===== config.mk =====
export PLATFORM = sky130hd
export DESIGN_NAME = mips32_fetch_queue
export DESIGN_NICKNAME = d
export VERILOG_FILES = /design/src/rtl/mips32_fetch_queue.sv
export SDC_FILE = /design/constraint.sdc
export NUM_CORES = 1
export LEC_CHECK = 0
export ABC_AREA = 1
export CAP_MARGIN = 20
export CORE_MARGIN = 2
export CORE_UTILIZATION = 50
export DETAILED_ROUTE_END_ITERATION = 8
export PLACE_DENSITY = 0.71
export SETUP_SLACK_MARGIN = 0.05
export SYNTH_ARGS = -nofsm -noshare
export SYNTH_HDL_FRONTEND = slang
export SYNTH_SLANG_ARGS = --single-unit

===== constraint.sdc =====
create_clock -name clk -period 5.6 [get_ports clk]
set_input_delay 1.4 -clock clk [delete_from_list [all_inputs] [get_ports clk]]
set_output_delay 1.4 -clock clk [all_outputs]
set_load 0.005 [all_outputs]

===== src/rtl/mips32_fetch_queue.sv =====
// Purpose : MIPS32 instruction prefetch queue. Streams words from the instruction
//           memory into a DEPTH-entry FIFO of {ir, npc}, which feeds decode.
// Latency : the first word reaches decode 2 cycles after reset or redirect, then
//           1 word/cycle.
// Backpressure: a queue slot is reserved when a request is issued, so requests stop
//           once occupancy + in-flight reaches DEPTH and the queue cannot overflow.
//
// Ports:
//   clk, rst                         clock, synchronous active-high reset
//   imem_req_valid/ready/addr        fetch request (10-bit word address = pc[9:0])
//   imem_rsp_valid/data              read data, returned exactly 1 cycle after acceptance
//   id_valid/ready, id_ir, id_npc    queue head presented to decode
//   redirect_valid/pc                taken branch: flush, refetch from redirect_pc
//   halted                           an HLT word (opcode 6'b111111) has been enqueued
//   q_count                          queue occupancy
module mips32_fetch_queue #(
  parameter int          DEPTH    = 4,
  parameter logic [31:0] RESET_PC = 32'd0
) (
  input  logic        clk,
  input  logic        rst,
  output logic        imem_req_valid,
  input  logic        imem_req_ready,
  output logic [9:0]  imem_req_addr,
  input  logic        imem_rsp_valid,
  input  logic [31:0] imem_rsp_data,
  output logic        id_valid,
  input  logic        id_ready,
  output logic [31:0] id_ir,
  output logic [31:0] id_npc,
  input  logic        redirect_valid,
  input  logic [31:0] redirect_pc,
  output logic        halted,
  output logic [3:0]  q_count
);

  localparam int         AW      = (DEPTH > 1) ? $clog2(DEPTH) : 1;
  localparam logic [3:0] W_DEPTH = 4'(DEPTH);

  typedef struct packed {
    logic [31:0] ir;
    logic [31:0] npc;
  } entry_t;

  entry_t        r_q [DEPTH];
  logic [AW-1:0] r_rd;
  logic [AW-1:0] r_wr;
  logic [3:0]    r_count;
  logic [31:0]   r_pc;
  logic [31:0]   r_req_pc;    // pc of the request whose response is due this cycle
  logic          r_inflight;  // a request was accepted last cycle
  logic          r_discard;   // any response arriving this cycle belongs to a flushed stream
  logic          r_halted;

  logic [3:0]    w_occ;
  logic          w_req_fire;
  logic          w_enq;
  logic          w_deq;
  logic          w_hlt;

  // Occupancy counts the slot reserved by the outstanding request.
  assign w_occ          = r_count + {3'b000, r_inflight};
  assign imem_req_valid = !r_halted && !redirect_valid && !rst && (w_occ < W_DEPTH);
  assign imem_req_addr  = r_pc[9:0];
  assign w_req_fire     = imem_req_valid && imem_req_ready;

  assign id_valid = (r_count != 4'd0) && !redirect_valid && !rst;
  assign id_ir    = r_q[r_rd].ir;
  assign id_npc   = r_q[r_rd].npc;
  assign w_deq    = id_valid && id_ready;

  // Once halted, anything still coming back from memory is past the HLT and dropped.
  assign w_enq = imem_rsp_valid && r_inflight && !r_discard && !r_halted
                 && !redirect_valid && !rst;
  assign w_hlt = w_enq && (imem_rsp_data[31:26] == 6'b111111);

  assign halted  = r_halted;
  assign q_count = r_count;

  always_ff @(posedge clk) begin
    if (rst) begin
      r_pc       <= RESET_PC;
      r_req_pc   <= RESET_PC;
      r_count    <= 4'd0;
      r_inflight <= 1'b0;
      r_discard  <= 1'b0;
      r_halted   <= 1'b0;
      r_rd       <= '0;
      r_wr       <= '0;
      for (int i = 0; i < DEPTH; i++) begin
        r_q[i] <= '0;
      end
    end else if (redirect_valid) begin
      // Redirect beats any same-cycle response, dequeue or HLT. No request is issued
      // this cycle, so anything returning next cycle is stale.
      r_pc       <= redirect_pc;
      r_count    <= 4'd0;
      r_rd       <= '0;
      r_wr       <= '0;
      r_halted   <= 1'b0;
      r_inflight <= 1'b0;
      r_discard  <= 1'b1;
    end else begin
      r_inflight <= w_req_fire;
      r_discard  <= 1'b0;
      if (w_req_fire) begin
        r_pc     <= r_pc + 32'd1;
        r_req_pc <= r_pc;
      end
      if (w_enq) begin
        r_q[r_wr] <= '{ir: imem_rsp_data, npc: r_req_pc + 32'd1};
        r_wr      <= r_wr + 1'b1;
      end
      if (w_deq) begin
        r_rd <= r_rd + 1'b1;
      end
      r_count <= r_count + {3'b000, w_enq} - {3'b000, w_deq};
      if (w_hlt) begin
        r_halted <= 1'b1;
      end
    end
  end

endmodule


==> reports/metrics.cfg <==
[critical_path]
worst_path_max_delay_cell=clkdlybuf4s50_1
critical_path.top_delay_family=buffers and inverters
slowest_delay_ps=510
crit_path_start_kind=input port
crit_path_frequent_cell=clkdlybuf4s50_1
critPathKind=input port to output pin
required_ps=4200
path_cells=clkdlybuf4s50_1, nor2_8, nand2_2, inv_2, nand3_1, nor2_1, clkdlybuf4s50_1
end_kind=output pin
path_buf_inv=3
crit_fanout=6
cp.arrival_ps=2950

[clock_tree]
clock_path_buffers=3
hold_buffers=0
h-tree-depth=2
cts_tree=done
path_clk_slew_ps=60
cts_root_buf=clkbuf_16
clock-sinks=333
cts_buffers=36
cts-resized-gates=0
post_cts_buffers=0
clock_latency_ps=520

[sta]
max-slew-margin-rel_pct=37.8
worst_slew_pin_slew_ps=933
skew_ps=22.2
worst_hold_slack_ps=477
maxSlewViolCount=0
min_period_ps=4350
hold_violations=0
finalSetupTns_ps=0
rsz0062_at_grt=no
achievable-frequency_mhz=230
setup_viol=0
post-route-period-util_pct=77.6

[cells_and_area]
final_nets=2011
area_delta_synth_final_pct=17.7
fill_cells=2699
multi_input_area_sq_um=5570
fin_cells=2359
seq_area_sq_um=9230
drive_gt1_share_pct=5.42
diodes=0

[routing]
drt-total-wl_mm=40.0
first_pass_iters=5
ant_nets=0
wl_per_cell_um=16.9
drc=0
routed-via-count=12800
via_per_inst=5.43
drtIter0Drc=1152

[outcome]
outcome=finished, final reports clean

[min_path]
hp-class=register to register

[synthesis]
synth_nets=1911
syn_inst=1832
ys_top_cells_by_count=492 x nor2_1, 276 x nand2_1, 256 x edfxtp_1
ys_warn_count=0
yosysSeqAreaShare_pct=58.1
async_flop_share_pct=0
ys_ff_latch=333
synthTopCellsByArea=edfxtp_1 48%, nor2_1 12%, dfxtp_1 9.7%
synthDistinctLibCells=36
synth_area_per_cell_sq_um=8.67
synth_top_area_share_pct=48.4
synth_top_area_cell=edfxtp_1
yosysMostFrequentCell=nor2_1
syn_area_sq_um=15900
synthFlopType=edfxtp_1
synth_edf_count=256

[global_routing]
grt_pass1_vias=12400
grtUsageTotal_pct=23.9
grt_pass1_wl_mm=63.3
grt_overflow=0
grt_max_degree=98
antenna_found_initial=0

[power]
power_mw=5.30
vdd.ir_drop.worst_v=0.000156
power.leakage_nw=7.07
power_density_nw_per_um2=284

[floorplan]
dieArea_sq_um=33200
rows=65
die_w_um=182
ios=151
fp.coreArea_sq_um=31400
initial_core_util_pct=50.6
die_y_um=182

[placement]
io_buffers=150
dp_hpwl_mm=24.1
globalplace.congestion=0.954
dp.cells=2295

[job]
cap_viol_max_count=0

worst register-to-register path, stage by stage (launching register included):
cell and delay [ps]:
dfxtp_1 480, ha_1 220, nand3_1 90, nor2_1 130, nor2_2 60, nand4_4 50
buf_4 700, nand2_1 480, inv_1 400, nand2_1 100, a21oi_1 150
placed cells by master (no fill, tap or decap), drive strengths merged:
cell type      Yosys  routed
nor2             503     503
nand2            280     280
edfxtp           256     256
o21ai            180     180
inv              159     160
clkdlybuf4s50      0     150
nand3             79      79
dfxtp             77      77
o22ai             64      64
a21oi             62      62
clkbuf            54      47
nor3              21      21
buf               53      19
xor2              13      13
nand4             12      12
clkinv             1      12
ha                 8       8
nand3b             3       3
xnor2              3       3
clkinvlp           0       3
nor3b              1       1
or2                1       1
a211oi             1       1
fa                 1       1
bufinv             0       1
layout make-up:
| cell class | instances | share of cell area, % |
|---|---|---|
| clock buffers | 47 | 5.04 |
| clock inverters | 16 | 0.689 |
| inverters | 160 | 3.22 |
| multi-input cells | 1232 | 29.8 |
| flip-flops and latches | 333 | 49.4 |
| well taps | 402 | 2.69 |
| repair buffers | 169 | 9.23 |
power breakdown:
group / switching (mW) / internal (mW)
clock network: 0.947 / 1.24
logic: 0.180 / 0.136
registers: 0.0552 / 2.75
path summary, 6_finish.rpt:
| kind | from | endpoint | slack, ps | cells after the start |
|---|---|---|---|---|
| max | redirect_valid | imem_req_valid | 1250 | 7 |
| min | r_req_pc[31] | r_req_pc[31] | 480 | 2 |
| max reg2reg | q_count[1] | r_pc[5] | 2660 | 10 |
| min reg2reg | r_req_pc[31] | r_req_pc[31] | 480 | 2 |
flip-flops by register name, indices dropped and copies added, names as in the netlist, 2 cells and up, named ones only:
register  flops
r_wr          2
r_pc         32
q_count       4
r_q         256
r_req_pc     32
r_rd          2
logic make-up after synthesis:
group | share of synthesized area (%)
compound gates | 10.4
buf+inv | 6.98
fa+ha+maj | 0.756
simple gates | 22.9
flops | 58.1
xor+xnor | 0.882
per-layer routing:
layer	GRT usage, %	up-vias	share of wire (%)	routed length, um
met5	0	-	0	0
met4	7.29	0	2.3	908
met3	3.13	55	6.7	2660
met2	40.6	448	48	19300
met1	32.1	6054	43	17200
li1	-	6254	-	-
metrics by stage:
step | setup WS (ps) | area, sq um | utilization, %
detailed placement | 1260 | 17600 | 56.1
global placement | 1290 | 17600 | 56.1
global route | 1130 | 18700 | 59.6
CTS | 1250 | 18700 | 59.5
finish | 1250 | 18700 | 59.6
floorplan | 1440 | 15900 | -
No activity file was read; power rests on OpenSTA's default activity.
